File: src/rtl/fetch_unit.sv
// Instruction fetch stage: owns the PC, issues one memory request at a time,
// buffers returned words in a 2-entry FIFO and hands them to decode.
module fetch_unit #(
    parameter logic [31:0] RESET_PC  = 32'h0000_0000,
    parameter logic [31:0] NOP_INSTR = 32'h0000_0013
) (
    input  logic        clk,
    input  logic        rst_n,
    output logic        imem_req,
    output logic [31:0] imem_addr,
    input  logic        imem_rvalid,
    input  logic [31:0] imem_rdata,
    input  logic        redirect_valid,
    input  logic [31:0] redirect_pc,
    output logic        instr_valid,
    input  logic        instr_ready,
    output logic [31:0] instr,
    output logic [31:0] instr_pc,
    output logic        fetch_fault
);

    typedef enum logic [1:0] {S_IDLE, S_WAIT, S_DRAIN, S_FAULT} state_t;

    state_t      r_state;
    logic [31:0] r_pc;
    logic [31:0] r_addr;
    logic [31:0] r_fifo_pc    [2];
    logic [31:0] r_fifo_instr [2];
    logic [1:0]  r_count;
    logic        r_head;
    logic        r_fault;

    logic        w_pop;
    logic        w_redirect;
    logic        w_misaligned;
    logic        w_rvalid;
    logic        w_tail;
    logic [31:0] w_pc_inc;
    logic [1:0]  w_count_popped;
    logic [1:0]  w_count_pushed;

    assign w_pop          = (r_count != 2'd0) && instr_ready;
    assign w_redirect     = redirect_valid && (r_state != S_FAULT);
    assign w_misaligned   = (redirect_pc[1:0] != 2'b00);
    assign w_rvalid       = imem_rvalid && imem_req;
    assign w_tail         = r_head ^ r_count[0];
    assign w_pc_inc       = r_pc + 32'd4;
    assign w_count_popped = r_count - {1'b0, w_pop};
    assign w_count_pushed = r_count + 2'd1 - {1'b0, w_pop};

    assign imem_req    = (r_state == S_WAIT) || (r_state == S_DRAIN);
    assign imem_addr   = r_addr;
    assign instr_valid = (r_count != 2'd0);
    assign instr       = instr_valid ? r_fifo_instr[r_head] : NOP_INSTR;
    assign instr_pc    = instr_valid ? r_fifo_pc[r_head] : 32'h0;
    assign fetch_fault = r_fault;

    // r_addr only moves when a new transaction starts, so it stays stable
    // for the whole of WAIT and keeps the abandoned address through DRAIN.
    always_ff @(posedge clk or negedge rst_n) begin
        if (!rst_n) begin
            r_state         <= S_IDLE;
            r_pc            <= RESET_PC;
            r_addr          <= RESET_PC;
            r_count         <= 2'd0;
            r_head          <= 1'b0;
            r_fault         <= 1'b0;
            r_fifo_pc[0]    <= 32'h0;
            r_fifo_pc[1]    <= 32'h0;
            r_fifo_instr[0] <= 32'h0;
            r_fifo_instr[1] <= 32'h0;
        end else if (w_redirect) begin
            r_count <= 2'd0;
            r_head  <= 1'b0;
            if (w_misaligned) begin
                r_fault <= 1'b1;
                r_state <= (r_state != S_IDLE && !w_rvalid) ? S_DRAIN : S_FAULT;
            end else begin
                r_pc <= redirect_pc;
                if (r_state == S_IDLE || w_rvalid) begin
                    r_state <= S_WAIT;
                    r_addr  <= redirect_pc;
                end else begin
                    r_state <= S_DRAIN;
                end
            end
        end else begin
            if (w_pop) begin
                r_head <= ~r_head;
            end
            case (r_state)
                S_IDLE: begin
                    r_count <= w_count_popped;
                    if (r_count < 2'd2) begin
                        r_state <= S_WAIT;
                        r_addr  <= r_pc;
                    end
                end
                S_WAIT: begin
                    if (w_rvalid) begin
                        r_fifo_pc[w_tail]    <= r_pc;
                        r_fifo_instr[w_tail] <= imem_rdata;
                        r_pc                 <= w_pc_inc;
                        r_count              <= w_count_pushed;
                        if (w_count_pushed < 2'd2) begin
                            r_addr <= w_pc_inc;
                        end else begin
                            r_state <= S_IDLE;
                        end
                    end else begin
                        r_count <= w_count_popped;
                    end
                end
                S_DRAIN: begin
                    r_count <= w_count_popped;
                    if (w_rvalid) begin
                        r_state <= r_fault ? S_FAULT : S_WAIT;
                        r_addr  <= r_pc;
                    end
                end
                default: begin
                    r_count <= 2'd0;
                end
            endcase
        end
    end

endmodule

File: config.mk
export PLATFORM = sky130hd
export DESIGN_NAME = fetch_unit
export DESIGN_NICKNAME = d
export VERILOG_FILES = /design/src/rtl/fetch_unit.sv
export SDC_FILE = /design/constraint.sdc
export NUM_CORES = 1
export LEC_CHECK = 0
export CAP_MARGIN = 25
export CORE_ASPECT_RATIO = 1.2
export CORE_MARGIN = 10
export CORE_UTILIZATION = 50
export CTS_CLUSTER_DIAMETER = 30
export CTS_CLUSTER_SIZE = 30
export DETAILED_ROUTE_END_ITERATION = 12
export DONT_BUFFER_PORTS = 1
export PLACE_DENSITY = 0.69
export SYNTH_ARGS = -nofsm -noshare
export SYNTH_HDL_FRONTEND = slang
export SYNTH_SLANG_ARGS = --single-unit
File: constraint.sdc
create_clock -name clk -period 6 [get_ports clk]
set_clock_uncertainty 0.1 [all_clocks]
set_input_delay 1.2 -clock clk [delete_from_list [all_inputs] [get_ports clk]]
set_output_delay 1.2 -clock clk [all_outputs]
set_load 0.02 [all_outputs]
# --- Word-level counts from Yosys, hierarchy flattened ---
# Index checks and enable logic that the tools add are counted.
word_totals:
  word_cells: 95
  output_inout_bits: 99
  ff_bits: 198
op_classes:
  n_bitwise: 5
  order_cmp: 5
  reduce_logical: 22
  addsub: 4
  n_mux: 39
  eq_ne: 10
op_table:
  columns: ["operator", "n"]
  rows:
  - ["$mux W32", 20]
  - ["$bwmux W64", 2]
  - ["$pmux W32 S3", 1]
  - ["$add A32 B3 Y32 const B", 1]
  - ["$demux W32 S1", 1]
  - ["$mux W2", 10]
  - ["$reduce_bool A2 Y1", 6]
  - ["$ne A3 B3 Y1 const B", 3]
  - ["$reduce_and A7 Y1", 1]
  - ["$ne A3 B2 Y1 const B", 2]
  - ["$pmux W2 S3", 1]
  - ["$reduce_and A3 Y1", 2]
  - ["$logic_and A1 B1 Y1", 5]
  - ["$reduce_and A5 Y1", 1]
  - ["$ge A2 B2 Y1 const B", 2]
  - ["$lt A2 B2 Y1 const B", 2]
  - ["$ne A2 B2 Y1 const B", 2]
  - ["$not A1 Y2", 2]
  - ["$pmux W2 S2", 1]
  - ["$reduce_bool A4 Y1", 1]
  - ["$sub A2 B1 Y2", 2]
  - ["$mux W1", 3]
  - ["$add A2 B1 Y2 const B", 1]
  - ["$eq A2 B1 Y1 const B", 1]
  - ["10 further kinds", 12]

# --- Logic depth before layout (Yosys ltp) ---
# Gate-level depths: netlist of the first run.
depth:
  ltp_word: 8
  depth_mapped: 11
  mapped_depth_nobuf: 9

# --- Worst setup path after synthesis of the first run ---
# No wires, ideal clock.
synth_path:
  path_kind: "reg-to-output"
  start: "register r_head"
  end: "output port instr[25]"
  path_buffers: 3
  stages_incl_launch_ff: 6
  arrival_time_ns: 1.722
  t_required_ns: 4.700
  slack_ns: 2.978
  cell_sequence: "dfrtp_1 -> clkbuf_1 -> buf_1 -> buf_1 -> mux2i_1 -> nor2_1"
synth_via:
  elab_chain_len: 5
synth_lines:
  columns: ["item", "line_no", "text"]
  rows:
  - ["start: declaration", "30", "logic r_head;"]
  - ["start signal: assignment", "89", "r_head <= ~r_head;"]
  - ["$not A1 Y2 (implied by the code)", "54", "assign instr = instr_valid ? r_fifo_instr[r_head] : NOP_INSTR;"]
  - ["$mux W32 (implied by the code) (3 in series)", "54", null]
  - ["$mux W32", "54", null]
  - ["end: declaration", "17", "output logic [31:0] instr,"]
# No other way between the ends. The select of a mux whose other input is x is not followed.

# --- Worst setup path in the final report of the first run ---
layout_path:
  start: "register r_head"
  end: "output port instr_pc[14]"
layout_via:
  elab_chain_len: 5
layout_lines:
  columns: ["item", "line_no", "text"]
  rows:
  - ["$not A1 Y2 (implied by the code)", "55", "assign instr_pc = instr_valid ? r_fifo_pc[r_head] : 32'h0;"]
  - ["$mux W32 (implied by the code) (3 in series)", "55", null]
  - ["$mux W32", "55", null]
  - ["end: declaration", "18", "output logic [31:0] instr_pc,"]
# No other way between the ends. The select of a mux whose other input is x is not followed.

==> results of run 1 <==
cell type report:
cell class	count	area share [%]
inverters	25	0.867
clock buffers	17	3.93
well taps	261	3.02
clock inverters	15	1.31
multi-input cells	649	44.2
repair buffers	11	0.879
flip-flops and latches	198	45.8
diodes	1	0.0231
Yosys cell counts (4+ instances only):
cell type	n	area share (%)
nor4_1	10	0.62
xnor2_1	21	1.8
o2bb2ai_1	4	0.35
nand2_1	54	2.0
a221oi_1	4	0.35
a31oi_1	15	0.93
and3_1	10	0.62
o21ai_0	38	1.9
ha_1	8	0.99
o221ai_1	8	0.70
nor2_1	115	4.3
a22oi_1	4	0.30
buf_1	8	0.30
nand4_1	17	1.1
a32oi_1	6	0.52
o31ai_1	10	0.74
nor3_1	11	0.55
a21oi_1	31	1.5
mux2_2	128	14
buf_2	7	0.35
o22a_1	10	0.87
clkbuf_1	56	2.1
inv_1	25	0.93
dfrtp_1	198	49
xor2_1	6	0.52
nand3_1	15	0.74
and4_1	7	0.61
mux2i_1	72	7.1
logic make-up (layout without fill, tap and decap cells):
family | Yosys count | count (layout) | synth area share (%)
buf+inv | 98 | 68 | 3.81
compound gates | 154 | 154 | 10.2
simple gates | 260 | 260 | 12.1
mux | 200 | 200 | 21.4
fa+ha+maj | 8 | 8 | 0.993
other cells | 0 | 1 | 0
xor+xnor | 27 | 27 | 2.35
flops | 198 | 198 | 49.2
stage by stage:
| stage | area [sq um] | utilization, % | hold slack (ns) |
|---|---|---|---|
| 2_1_floorplan | 10100 | - | 0.380 |
| 3_3_place_gp | 10200 | 52.0 | 0.388 |
| 3_5_place_dp | 10200 | 52.0 | 0.394 |
| 4_1_cts | 10800 | 54.9 | 0.351 |
| 5_1_grt | 10800 | 55.0 | 0.341 |
| 6_report | 10800 | 55.0 | 0.358 |
worst max path at each step:
| stage | endpoint |
|---|---|
| final | instr_pc[14] |
| after global routing | instr_pc[15] |
| after CTS | instr_pc[14] |
| after detailed placement | imem_addr[18] |
| after global placement | imem_addr[28] |
| after floorplan | instr[25] |
metal layers:
layer  vias to the layer above  part of all wire, %  track usage [%]
met2                       245                   47             30.4
met3                        37                   10             7.12
li1                       3289                    -                -
met1                      3508                   41             22.9
met4                         0                  1.7             5.28
met5                         -                    0                0
where the power goes:
group	switching [mW]	leakage, nW	total, mW	internal [mW]
clock network	0.552	0.276	1.10	0.552
logic	1.16	1.74	2.11	0.945
registers	0.700	2.49	2.58	1.88
total	2.42	4.50	5.80	3.38
registers in the layout, summed over array words and instances, names as in the netlist:
register	flops
imem_addr	32
r_fifo_instr	64
r_state	2
r_head	1
r_pc	32
r_fifo_pc	64
fetch_fault	1
r_count	2
layout by cell type (no fill, tap or decap), types with 9 or more instances in the layout:
cell,instances
o31ai_1,10
nand2_1,54
inv_1,25
o22a_1,10
mux2_2,128
nand3_1,15
nand4_1,17
and3_1,9
clkbuf_16,17
nor3_1,11
dfrtp_1,197
a31oi_1,15
o21ai_0,38
mux2i_1,71
xnor2_1,21
nor4_1,10
a21oi_1,31
buf_4,10
nor2_1,113
==> reports/results.tsv, run 1 <==
stage	metric	value	unit
place	dp.cells	1143	
floorplan	coreArea	19700	sq um
synth	synth_edf_count	0	
setup_path	critical_path.top_delay_family	flip-flops	
route	finalWirelength	25.1	mm
sta	tightest_slew	0.956	ns
grt	grt_pass1_wl	39.5	mm
synth	yosysWarningCount	0	
clock_network	cts_sinks	198	
grt	grt.total_usage	18.8	%
grt	antenna_found_initial	1	
sta	slew-limit-headroom	36.3	%
outcome	outcome	completed	
sta	setup_tns	0	ns
setup_path	crit_chain	buf_4 > mux2i_1 > nor2_1	
final_layout	fillers	1704	
sta	rsz0062_at_grt	false	
grt	grt_pass1_vias	7178	
clock_network	cts_inserted_buffers	17	
clock_network	post_cts_buffers	0	
sta	setup_ws	2.21	ns
clock_network	clk_latency	0.43	ns
synth	yosys.cell_types.count	55	
setup_path	slowest_stage	dfrtp_4	
setup_path	worst-r2r-setup-slack	2.79	ns
sta	fmax	0.264	GHz
job	max-cap-violations	0	
route	post_drt_wl_per_cell	21.3	um
synth	synth_seq_cells	198	
place	place_congestion	0.887	
synth	synth-main-ff-cell	dfrtp_1	
setup_path	worstSetupPathType	flip-flop to output pin	
synth	seq_area_frac_synth	49.2	%
place	dp_hpwl	17.3	mm
clock_network	hold_buffers	0	
clock_network	path_clk_slew	0.08	ns
power_and_ir_drop	leakage	4.50	nW
setup_path	r2r-start	r_state[0]	
final_layout	nets	979	
route	first_pass_iters	5	
sta	setup_viol	0	
route	viasPerCell	6.01	
clock_network	cts_root_buf	clkbuf_16	
final_layout	drive_gt1_share	20.4	%
clock_network	clk_path_buf_depth	2	
setup_path	setup.worst_path.start	r_head	
min_path	holdCritPathClass	input port to async pin	
sta	post-route-period-util	63.1	%
route	dr.first_iter.drc_count	633	
clock_network	cts_max_level	4	
setup_path	path_depth	3	
final_layout	multiInputGateArea	4780	sq um
grt	grt_max_degree	199	
setup_path	cp.arrival	2.49	ns
synth	synth-async-reset-ratio	100	%
setup_path	worst-path-buf-inv	1	
floorplan	die_area	26300	sq um
grt	grt_overflow_total	0	
clock_network	cts.repair.resized	0	
final_layout	regArea	4960	sq um
floorplan	die_h	176	um
place	place_ws	2.50	ns
setup_path	reg2reg_depth	6	
route	final_antenna_net_count	0	
floorplan	rows	56	
setup_path	worstPathRequired	4.70	ns
synth	synth_area	10100	sq um
setup_path	end_kind	output pin	
sta	slew_violations	0	
power_and_ir_drop	vdd_drop_max	332	uV
synth	synth.avg_cell_area	10.7	sq um
setup_path	start_kind	flip-flop	
floorplan	initial_utilization	51.2	%
clock_network	tritoncts	done	
setup_path	crit_fanout	39	
power_and_ir_drop	totalPowerFinal	5.80	mW
final_layout	instances_no_fill	1177	
synth	synth_cells	945	
place	port_buffers	0	
sta	hold_violations	0	
floorplan	pin_count	168	
route	drc	0	
synth	synth_nets	1022	
power_and_ir_drop	power.density	535	nW/um^2
final_layout	syn_to_final_growth	7.39	%
route	vias	7079	
setup_path	timing.rr.end	r_fifo_instr[60]	
sta	min_period	3.79	ns
setup_path	cp_slowest_stage_delay	0.89	ns
floorplan	die_w	150	um
Note: power is estimated with default switching activity, not from simulation.
==> run 2: changes to the inputs <==
PLACE_DENSITY = 0.72   (was 0.69)
clock period = 3.3 ns   (was 6 ns; I/O delays follow)
==> reports/results.tsv, run 2 (synthesis gave the netlist of run 1 again) <==
stage	metric	value	unit	change
setup_path	cp.arrival	2.13	ns	was 2.49 ns
power_and_ir_drop	switching_share	40.9	%	was 41.7%
sta	holdWs	-0.164	ns	was 0.358 ns
sta	slew-limit-headroom	45.1	%	was 36.3%
setup_path	start_kind	flip-flop		unchanged
final_layout	final_cell_mix	dfrtp_1 (197), mux2_2 (128), nor2_1 (113), mux2i_1 (71), nand2_1 (54)		unchanged
route	drc	0		unchanged
clock_network	path_clk_slew	0.07	ns	was 0.08 ns
final_layout	instances_no_fill	1185		was 1177
power_and_ir_drop	seqPwrFrac	43.7	%	was 44.6%
clock_network	cts_inserted_buffers	17		unchanged
grt	grt_pass1_wl	39.9	mm	was 39.5 mm
floorplan	die_area	26300	sq um	unchanged
power_and_ir_drop	clkPwrFrac	19.8	%	was 19.0%
route	finalWirelength	24.9	mm	was 25.1 mm
place	dp.cells	1154		was 1143
sta	min_period	2.89	ns	
power_and_ir_drop	power.density	976	nW/um^2	was 535 nW/um^2
sta	setup_viol	0		unchanged
place	placed_area	10400	sq um	was 10200 sq um
final_layout	largestRegisters	r_fifo_instr (64), r_fifo_pc (64)		unchanged
power_and_ir_drop	p_int	6.32	mW	was 3.38 mW
power_and_ir_drop	vdd_drop_max	433	uV	was 332 uV
outcome	outcome	finished with violations		was completed
clock_network	tritoncts	done		unchanged
sta	slew_violations	0		unchanged
final_layout	nets	989		was 979
place	port_buffers	0		unchanged
sta	rsz0062_at_grt	false		unchanged
sta	setup_tns	0	ns	unchanged
route	post_drt_wl_per_cell	21.0	um	was 21.3 um
sta	hold_violations	198		was 0
final_layout	final_common_cell	dfrtp_1		unchanged
sta	setup_ws	0.406	ns	was 2.21 ns
setup_path	crit_fanout	35		was 39
outcome	violations	negative hold slack		
final_layout	fin_area	10900	sq um	was 10800 sq um
sta	fmax	0.346	GHz	
grt	grt_max_degree	199		unchanged
floorplan	rows	56		unchanged
power_and_ir_drop	comb_power_share	36.5	%	was 36.4%
clock_network	cts_root_buf	clkbuf_16		unchanged
final_layout	diodes	0		was 1
final_layout	drive_gt1_share	21.2	%	was 20.4%
grt	grt_overflow_total	0		unchanged
grt	grt.total_usage	19.0	%	was 18.8%
power_and_ir_drop	totalPowerFinal	10.7	mW	was 5.80 mW
grt	grt_pass1_vias	7093		was 7178
power_and_ir_drop	leakage	4.57	nW	was 4.50 nW
sta	post-route-period-util	87.7	%	
min_path	holdCritPathClass	input port to async pin		unchanged
place	place_ws	0.650	ns	was 2.50 ns
floorplan	pin_count	168		unchanged
sta	tightest_slew	0.817	ns	was 0.956 ns
route	vias	7028		was 7079
route	viasPerCell	5.93		was 6.01
final_layout	syn_to_final_growth	8.59	%	was 7.39%
route	final_antenna_net_count	0		unchanged
place	place_congestion	0.875		was 0.887
floorplan	die_h	176	um	unchanged
floorplan	coreArea	19700	sq um	unchanged
floorplan	initial_utilization	51.2	%	unchanged
setup_path	worstPathRequired	2.54	ns	was 4.70 ns
setup_path	end_kind	output pin		unchanged
route	dr.first_iter.drc_count	474		was 633
grt	antenna_found_initial	1		unchanged
setup_path	worstSetupPathType	flip-flop to output pin		unchanged
clock_network	clk_latency	0.43	ns	about the same
route	first_pass_iters	5		unchanged
clock_network	clk_path_buf_depth	2		unchanged
clock_network	cts_sinks	198		unchanged
clock_network	cts_max_level	4		unchanged
job	max-cap-violations	0		unchanged
final_layout	final_core_util	55.6	%	was 55.0%
power_and_ir_drop	p_sw	4.36	mW	was 2.42 mW
floorplan	die_w	150	um	unchanged
place	dp_hpwl	17.4	mm	was 17.3 mm
==> run 2: worst paths after layout <==
kind / depth (start not counted) / from / slack, ns / end
hold / removal: 0 / rst_n / -0.16 / r_fifo_instr[30]
hold reg to reg: 1 / r_fifo_pc[36] / 0.41 / r_fifo_pc[36]
min in group clk: 1 / redirect_valid / 0.22 / r_count[1]
setup / recovery: 3 / r_head / 0.41 / instr_pc[6]
max in group asynchronous: 0 / rst_n / 2.93 / r_head
setup reg to reg: 5 / r_pc[6] / 0.60 / imem_addr[28]
==> run 2: area by class of cell <==
class                           instances  area, sq um
Clock buffer                           17          425
Multi-Input combinational cell        649         4780
Sequential cell                       198         4960
Timing Repair Buffer                   21          195
Fill cell                            1659         8740
Tap cell                              261          327
Clock inverter                         14          165
Inverter                               25         93.8
==> run 2: repair_timing <==
action	4_1_cts	5_1_grt
buffers inserted	0	0
hold endpoints to repair	198	198
gates resized for setup	0	0
==> run 2: per-layer routing <==
metal  track usage (%)  share of wire, %
met4              5.32               1.7
met2              30.6                48
met3              6.94               9.6
met1              23.4                40
met5                 0             0.052
==> run 2: worst max-delay path: stages, from the launching register on <==
cell and delay [ns]:
dfrtp_4 0.85, buf_4 0.36, mux2i_1 0.14, nor2_1 0.35
==> run 2: power groups by stage <==
stage / Sequential [mW] / Combinational (mW) / Clock (mW)
final: 4.67 / 3.90 / 2.11
after floorplan: 4.16 / 3.39 / 0
after global placement: 4.67 / 3.83 / 0
after detailed placement: 4.72 / 3.92 / 0
after global routing: 4.83 / 4.34 / 2.25
after CTS: 4.67 / 3.94 / 2.16
